===== config.mk =====
export PLATFORM = sky130hd
export DESIGN_NAME = ssd_scan_driver
export DESIGN_NICKNAME = d
export VERILOG_FILES = /design/src/rtl/ssd_scan_driver.sv
export SDC_FILE = /design/constraint.sdc
export NUM_CORES = 1
export LEC_CHECK = 0
export CAP_MARGIN = 0
export CORE_MARGIN = 2
export CORE_UTILIZATION = 33
export DETAILED_ROUTE_END_ITERATION = 8
export PLACE_DENSITY = 0.63
export SETUP_SLACK_MARGIN = 0.1
export SKIP_LAST_GASP = 1
export SYNTH_ARGS = -nofsm -noshare
export SYNTH_HDL_FRONTEND = slang
export SYNTH_SLANG_ARGS = --single-unit
export TNS_END_PERCENT = 5

===== constraint.sdc =====
create_clock -name clk -period 4.04 [get_ports clk]
set_input_delay 1.212 -clock clk [delete_from_list [all_inputs] [get_ports clk]]
set_output_delay 1.212 -clock clk [all_outputs]
set_load 0.005 [all_outputs]

===== src/rtl/ssd_scan_driver.sv =====
// rtl/ssd_scan_driver.sv - four-digit multiplexed seven-segment driver for the Mastermind board
//
// Purpose:
//   Time-multiplexes the round count, both scores and the entered code onto
//   a common-anode four-digit display. The first cycle of every digit slot
//   is blanked. An optional blinking entry cursor is available. All outputs
//   are registered, so an input change shows up on the next cycle.
//
// Parameters:
//   REFRESH_DIV  cycles per digit slot, including the blank cycle (>= 2)
//   BLINK_DIV    full scans per cursor blink phase (>= 1)
//
// Build option:
//   SSD_CURSOR_BLINK_EN  when defined, the cursor alternates between dash
//                        and blank every BLINK_DIV scans; otherwise the
//                        cursor is a steady dash and no blink logic exists.
//
// Ports:
//   clk          in   system clock
//   reset        in   synchronous, active-high reset
//   mode[1:0]    in   0 score, 1 code, 2 all dashes, 3 blank
//   round_count  in   round number, shown as 0-3
//   scoreA       in   player A score (leftmost digit)
//   scoreB       in   player B score (rightmost digit)
//   code_digits  in   four 3-bit letters, first-entered letter in [11:9]
//   entry_count  in   letters entered so far, values above 4 act as 4
//   an[3:0]      out  digit enables, active-low, an[3] is leftmost
//   seg[6:0]     out  segments {g,f,e,d,c,b,a}, active-low

module ssd_scan_driver #(
  parameter int unsigned REFRESH_DIV = 100000,
  parameter int unsigned BLINK_DIV   = 64
) (
  input  logic        clk,
  input  logic        reset,
  input  logic [1:0]  mode,
  input  logic [1:0]  round_count,
  input  logic [1:0]  scoreA,
  input  logic [1:0]  scoreB,
  input  logic [11:0] code_digits,
  input  logic [2:0]  entry_count,
  output logic [3:0]  an,
  output logic [6:0]  seg
);

  localparam int unsigned CNT_W = $clog2(REFRESH_DIV);
  localparam logic [CNT_W-1:0] CNT_MAX = CNT_W'(REFRESH_DIV - 1);

  localparam logic [6:0] SEG_DASH  = 7'b0111111;
  localparam logic [6:0] SEG_BLANK = 7'b1111111;

  localparam logic [1:0] MODE_SCORE = 2'd0;
  localparam logic [1:0] MODE_CODE  = 2'd1;
  localparam logic [1:0] MODE_BLANK = 2'd3;

  function automatic logic [6:0] num_glyph(input logic [1:0] v);
    case (v)
      2'd0:    num_glyph = 7'b1000000;
      2'd1:    num_glyph = 7'b1111001;
      2'd2:    num_glyph = 7'b0100100;
      default: num_glyph = 7'b0110000;
    endcase
  endfunction

  function automatic logic [6:0] letter_glyph(input logic [2:0] v);
    case (v)
      3'd0:    letter_glyph = 7'b0001001; // H
      3'd1:    letter_glyph = 7'b0001000; // A
      3'd2:    letter_glyph = 7'b1000110; // C
      3'd3:    letter_glyph = 7'b0000110; // E
      3'd4:    letter_glyph = 7'b0001110; // F
      3'd5:    letter_glyph = 7'b1000111; // L
      3'd6:    letter_glyph = 7'b0001100; // P
      default: letter_glyph = 7'b1000001; // U
    endcase
  endfunction

  logic [CNT_W-1:0] cnt_q, cnt_d;
  logic [1:0]       sel_q, sel_d;
  logic [3:0]       an_q, an_d;
  logic [6:0]       seg_q, seg_d;

  logic       cnt_wrap;
  logic       scan_wrap;
  logic [1:0] pos;
  logic [2:0] ec_sat;
  logic [2:0] letter;
  logic [6:0] cursor_glyph;
  logic [6:0] glyph;

  assign cnt_wrap  = (cnt_q == CNT_MAX);
  assign scan_wrap = cnt_wrap && (sel_q == 2'd3);

  always_comb begin
    cnt_d = cnt_wrap ? '0 : cnt_q + 1'b1;
    sel_d = cnt_wrap ? sel_q + 2'd1 : sel_q;
  end

`ifdef SSD_CURSOR_BLINK_EN
  localparam int unsigned SCAN_W = (BLINK_DIV > 1) ? $clog2(BLINK_DIV) : 1;
  localparam logic [SCAN_W-1:0] SCAN_MAX = SCAN_W'(BLINK_DIV - 1);

  logic [SCAN_W-1:0] scan_q, scan_d;
  logic              phase_q, phase_d;

  always_comb begin
    scan_d  = scan_q;
    phase_d = phase_q;
    if (scan_wrap) begin
      if (scan_q == SCAN_MAX) begin
        scan_d  = '0;
        phase_d = ~phase_q;
      end else begin
        scan_d = scan_q + 1'b1;
      end
    end
  end

  always_ff @(posedge clk) begin
    if (reset) begin
      scan_q  <= '0;
      phase_q <= 1'b0;
    end else begin
      scan_q  <= scan_d;
      phase_q <= phase_d;
    end
  end

  // Blank phase keeps the digit enabled but with no segments lit.
  assign cursor_glyph = phase_q ? SEG_BLANK : SEG_DASH;
`else
  logic unused_blink;
  assign unused_blink = ^{scan_wrap, BLINK_DIV[0]};
  assign cursor_glyph = SEG_DASH;
`endif

  // Position counted from the left: sel 3 is the leftmost digit.
  assign pos    = ~sel_q;
  assign ec_sat = entry_count[2] ? 3'd4 : entry_count;

  always_comb begin
    case (pos)
      2'd0:    letter = code_digits[11:9];
      2'd1:    letter = code_digits[8:6];
      2'd2:    letter = code_digits[5:3];
      default: letter = code_digits[2:0];
    endcase
  end

  always_comb begin
    glyph = SEG_DASH;
    case (mode)
      MODE_SCORE: begin
        case (sel_q)
          2'd3:    glyph = num_glyph(scoreA);
          2'd2:    glyph = SEG_DASH;
          2'd1:    glyph = num_glyph(round_count);
          default: glyph = num_glyph(scoreB);
        endcase
      end
      MODE_CODE: begin
        if ({1'b0, pos} < ec_sat) begin
          glyph = letter_glyph(letter);
        end else if ({1'b0, pos} == ec_sat) begin
          glyph = cursor_glyph;
        end else begin
          glyph = SEG_DASH;
        end
      end
      default: glyph = SEG_DASH;
    endcase
  end

  always_comb begin
    if ((cnt_q == '0) || (mode == MODE_BLANK)) begin
      an_d  = 4'b1111;
      seg_d = SEG_BLANK;
    end else begin
      an_d  = ~(4'b0001 << sel_q);
      seg_d = glyph;
    end
  end

  always_ff @(posedge clk) begin
    if (reset) begin
      cnt_q <= '0;
      sel_q <= 2'd0;
      an_q  <= 4'b1111;
      seg_q <= SEG_BLANK;
    end else begin
      cnt_q <= cnt_d;
      sel_q <= sel_d;
      an_q  <= an_d;
      seg_q <= seg_d;
    end
  end

  assign an  = an_q;
  assign seg = seg_q;

endmodule


# [Yosys cells after proc, flatten, opt, wreduce, memory -nomap -nowiden]
# Cells that the tools add are included.
[op_classes] n_addsub=2 magnitude_cmp=1 eq_ne=20 n_shift=1 mux=9 n_bitwise=2 reduce_logical=10
[op_table] op="7-bit one-hot mux with 3 select lines" n=4
[op_table] op="7-bit one-hot mux with 7 select lines" n=1
[op_table] op="17-bit by 1-bit adder with 17-bit output (second input constant)" n=1
[op_table] op="17-bit equality test (second input constant)" n=1
[op_table] op="17-bit logical NOT" n=1
[op_table] op="2-bit equality test (second input constant)" n=7
[op_table] op="7-bit one-hot mux with 2 select lines" n=1
[op_table] op="2-bit by 1-bit equality test with 1-bit output (second input constant)" n=6
[op_table] op="2-bit logical NOT" n=5
[op_table] op="3-bit equality test (second input constant)" n=3
[op_table] op="3-bit one-hot mux with 3 select lines" n=1
[op_table] op="7-bit two-way mux" n=1
[op_table] op="3-bit by 2-bit equality test with 1-bit output (second input constant)" n=2
[op_table] op="4-bit NOT" n=1
[op_table] op="2-bit OR reduction" n=2
[op_table] op="1-bit by 2-bit << shifter with 4-bit output (first input constant)" n=1
[op_table] op="3-bit by 1-bit equality test with 1-bit output (second input constant)" n=1
[op_table] op="3-bit logical NOT" n=1
[op_table] op="2-bit by 3-bit < comparator with 1-bit output" n=1
[op_table] op="3-bit two-way mux" n=1
[op_table] op="2-bit by 1-bit adder with 2-bit output (second input constant)" n=1
[op_table] op="2-bit NOT" n=1
[op_table] op="1-bit logical OR" n=1
[word_totals] ff_bits=30 inputBits=25

# [Longest topological paths before layout]
[depth] depth_word=7 mapped_depth=8 ltp_nobuf=7

# [Least setup slack after synthesis]
# No wires, ideal clock.
[synth_path] path_type="input to register" startpoint="input port entry_count[2]" endpoint="register seg_q[1], in the netlist seg[1]" setup_ns=0.124 arrival_ns=2.405 slack_ns=1.511 stages=7 path_cell_list="nand2b_1 -> ha_1 -> a21boi_0 -> o21ba_2 -> or2_2 -> o32ai_1 -> nand2_1"
[synth_between] elab_chain_cells=4
[synth_rtl] element="from (decl)" line="41" source="input logic [2:0] entry_count,"
[synth_rtl] element="3-bit two-way mux" line="139" source="assign ec_sat = entry_count[2] ? 3'd4 : entry_count;"
[synth_rtl] element="2-bit by 3-bit < comparator with 1-bit output" line="162" source="if ({1'b0, pos} < ec_sat) begin"
[synth_rtl] element="7-bit two-way mux" line="162"
[synth_rtl] element="7-bit one-hot mux with 2 select lines" line="152" source="case (mode)"
[synth_rtl] element="to (signal assigned)" line="194" source="seg_q <= seg_d;"
[synth_rtl] element="to (decl)" line="81" source="logic [6:0] seg_q, seg_d;"
# No other way between the ends.
# A chain may end at the register's enable or synchronous reset.

# [Final worst setup path]
[layout_path] startpoint="input port entry_count[2]" endpoint="register seg_q[2], in the netlist seg[2]"
# Same word-level chain as after synthesis.

==> out/results.ini <==
[run_status]
status=complete, no violations

[detailed_routing]
dr.first_iter.drc_count=79
viasPerCell=4.90
firstDrtPassIters=4
routed-via-count=1352
route.detailed.drc=0
finalWirelength_mm=3.15
ant_nets=0
wl_per_cell_um=11.4

[global_route]
grtUsageMet3_pct=4.14
met1_usage_pct=17.9
grt_first_pass_wirelength_mm=5.68
gr-total-overflow=0
grt_use_met2_pct=20.9
antenna_found_initial=0
grt_pass1_vias=1279
grt_max_degree=18
top_usage_layer=met2
grt_util_all_layers_pct=13.6

[logic_synthesis]
synth_area_mm2=0.00157
ys_types=43
async_flop_share_pct=0
post-synth-top-area-cell=dfxtp_1
mappedNetlistNets=217
avgSynthCellArea_um2=8.55
netlist_top_cells_count=30 x dfxtp_1, 25 x nor2_1, 20 x nand2_1
yosysWarnings=0
synth_top_cells_by_area=dfxtp_1 38%, ha_1 6.4%, nor2_1 6.0%, xnor2_1 5.0%, nand2_1 4.8%
syn_inst=184
ys_ff_latch=30
synth-main-ff-cell=dfxtp_1
synth_top_area_share_pct=38.2
synth-seq-area-share_pct=38.2
synth_edf_count=0
synth_most_common_cell=dfxtp_1

[cells_and_area]
area_growth_pct=30.7
final_area_mm2=0.00206
post-route-util_pct=44.1
antenna_cells_inserted=0
drive_gt1_share_pct=7.66
fin_nets=254

[timing]
final.setup_skew_ns=0.00493
setup_ws_ns=1.26
hold_viol=0
timing.setup.tns_ns=0
worst_slew_pin_slew_ns=0.494
finalCriticalPeriod_ns=2.78
setup_viol=0
max-slew-margin-rel_pct=66.1
maxSlewViolCount=0
rsz0062_at_grt=no
finalCritPeriodShare_pct=68.7
fmax_mhz=360

[critical_path]
critPathKind=input pin to flop
reg2reg_depth=6
critPathCaptureType=flop
path_cells=clkdlybuf4s50_1 > nand2b_1 > ha_1 > a21boi_0 > o21ba_2 > or2_2 > a21oi_1 > o21ai_0
crit_arrival_ns=2.91
cp_slowest_cell=clkdlybuf4s50_1
worstSetupStartpointType=input pin
slowest_delay_ns=0.40
crit_fanout=4
cp.required_ns=4.17

[cts]
ctsHtreeMaxLevel=2
hold_buffers=0
clock-sinks=30
cts_buffer_depth=2
postCtsSetupBuffers=0
cts_tree=built
clk_pin_slew_worst_paths_ns=0.06
clockRootBuffer=clkbuf_8
clk_latency_ns=0.27
cts-resized-gates=0
numCtsBuffers=5

[worst_hold_path]
min_path_type=flop to flop
holdPathStages=1

[placement]
pre_cts_slack_ns=0.965
portBuffers=35
place_congestion=0.857
dpl_cell_area_mm2=0.00195
post-dp-hpwl_mm=2.47

[job]
drv_cap=0

[die]
coreArea_mm2=0.00466
start_util_pct=33.8
die_width_um=73.1
num_io_pins=36
dieArea_mm2=0.00534
core.rowCount=25
die_h_um=73.1

[power_and_ir_drop]
power_leakage_uw=0.000805
peakVddDrop_uv=190
total_power_uw=665
p_per_area_mw_per_mm2=323

## routing by layer
layer | vias to the layer above | share of wire, %
met2 | 44 | 46
met4 | 0 | 0.86
met1 | 600 | 48
li1 | 706 | -
met3 | 2 | 5.7
met5 | - | 0
## state kept, by name, summed over array words and instances (netlist names)
register	count
an	4
cnt_q	17
seg	7
sel_q	2
## layout by cell type, fill, tap and decap left out, types with 2 or more instances in the layout
master           netlist  routed
inv_1                 13      13
and3_1                 4       4
o21ai_0                2       2
xnor2_1                9       9
nor4_1                 2       2
ha_1                   8       8
clkdlybuf4s50_1        0      35
dfxtp_1               30      30
o22ai_1                2       2
a222oi_1               3       3
clkinv_2               0       2
nand3_1                9       9
nor3_1                 6       6
nand2b_1               2       2
a21oi_1                4       4
nand2_1               20      20
or2_2                  2       2
o211ai_1               3       3
clkbuf_8               0       5
nand4_1                3       3
nor2_1                25      25
o21a_1                 2       2
mux2i_1                4       4
xor2_1                 8       8
## cell type report
class                      count  area, um^2
multi-input combinational    136         881
sequential                    30         601
tap                           54        67.6
clock inverter                 3        40.0
timing repair buffer          35         350
clock buffer                   5        68.8
inverter                      13        48.8
fill                         459        2600
## per-stage QoR
stage,std cells,hold slack (ns)
after global routing,276,0.509
after detailed placement,268,0.449
after CTS,276,0.466
after floorplan,184,0.425
after global placement,268,0.443
final,276,0.462
## where the power goes
group | leakage [uW] | switching, uW | internal (uW)
Combinational | 0.000503 | 28.8 | 42.3
Clock | 0.0000579 | 106 | 181
Sequential | 0.000244 | 3.72 | 303
## worst max-delay path, delay by kind of cell
kind                     cells  cell delay (ns)
AO/OA/AOI/OAI                4             0.57
adder cells (fa/ha/maj)      1             0.26
buffers and inverters        1             0.40
AND/OR/NAND/NOR              2             0.47
## final timing paths
path | startpoint | end | slack [ns]
worst max register to register | sel_q[0] | seg[0] | 1.90
worst min register to register | cnt_q[0] | cnt_q[0] | 0.46
worst max-delay path | entry_count[2] | seg[2] | 1.26
worst min-delay path | cnt_q[0] | cnt_q[0] | 0.46
## logic make-up (layout without fill, tap and decap cells)
group,after synthesis,count (layout),synth area share [%]
AND/OR/NAND/NOR,82,82,25.4
XOR/XNOR,17,17,9.46
flip-flops,30,30,38.2
multiplexers,4,4,2.54
adder cells (fa/ha/maj),8,8,6.36
AO/OA/AOI/OAI,25,25,12.2
buffers and inverters,18,56,5.88
No activity file was read; power rests on OpenSTA's default activity.
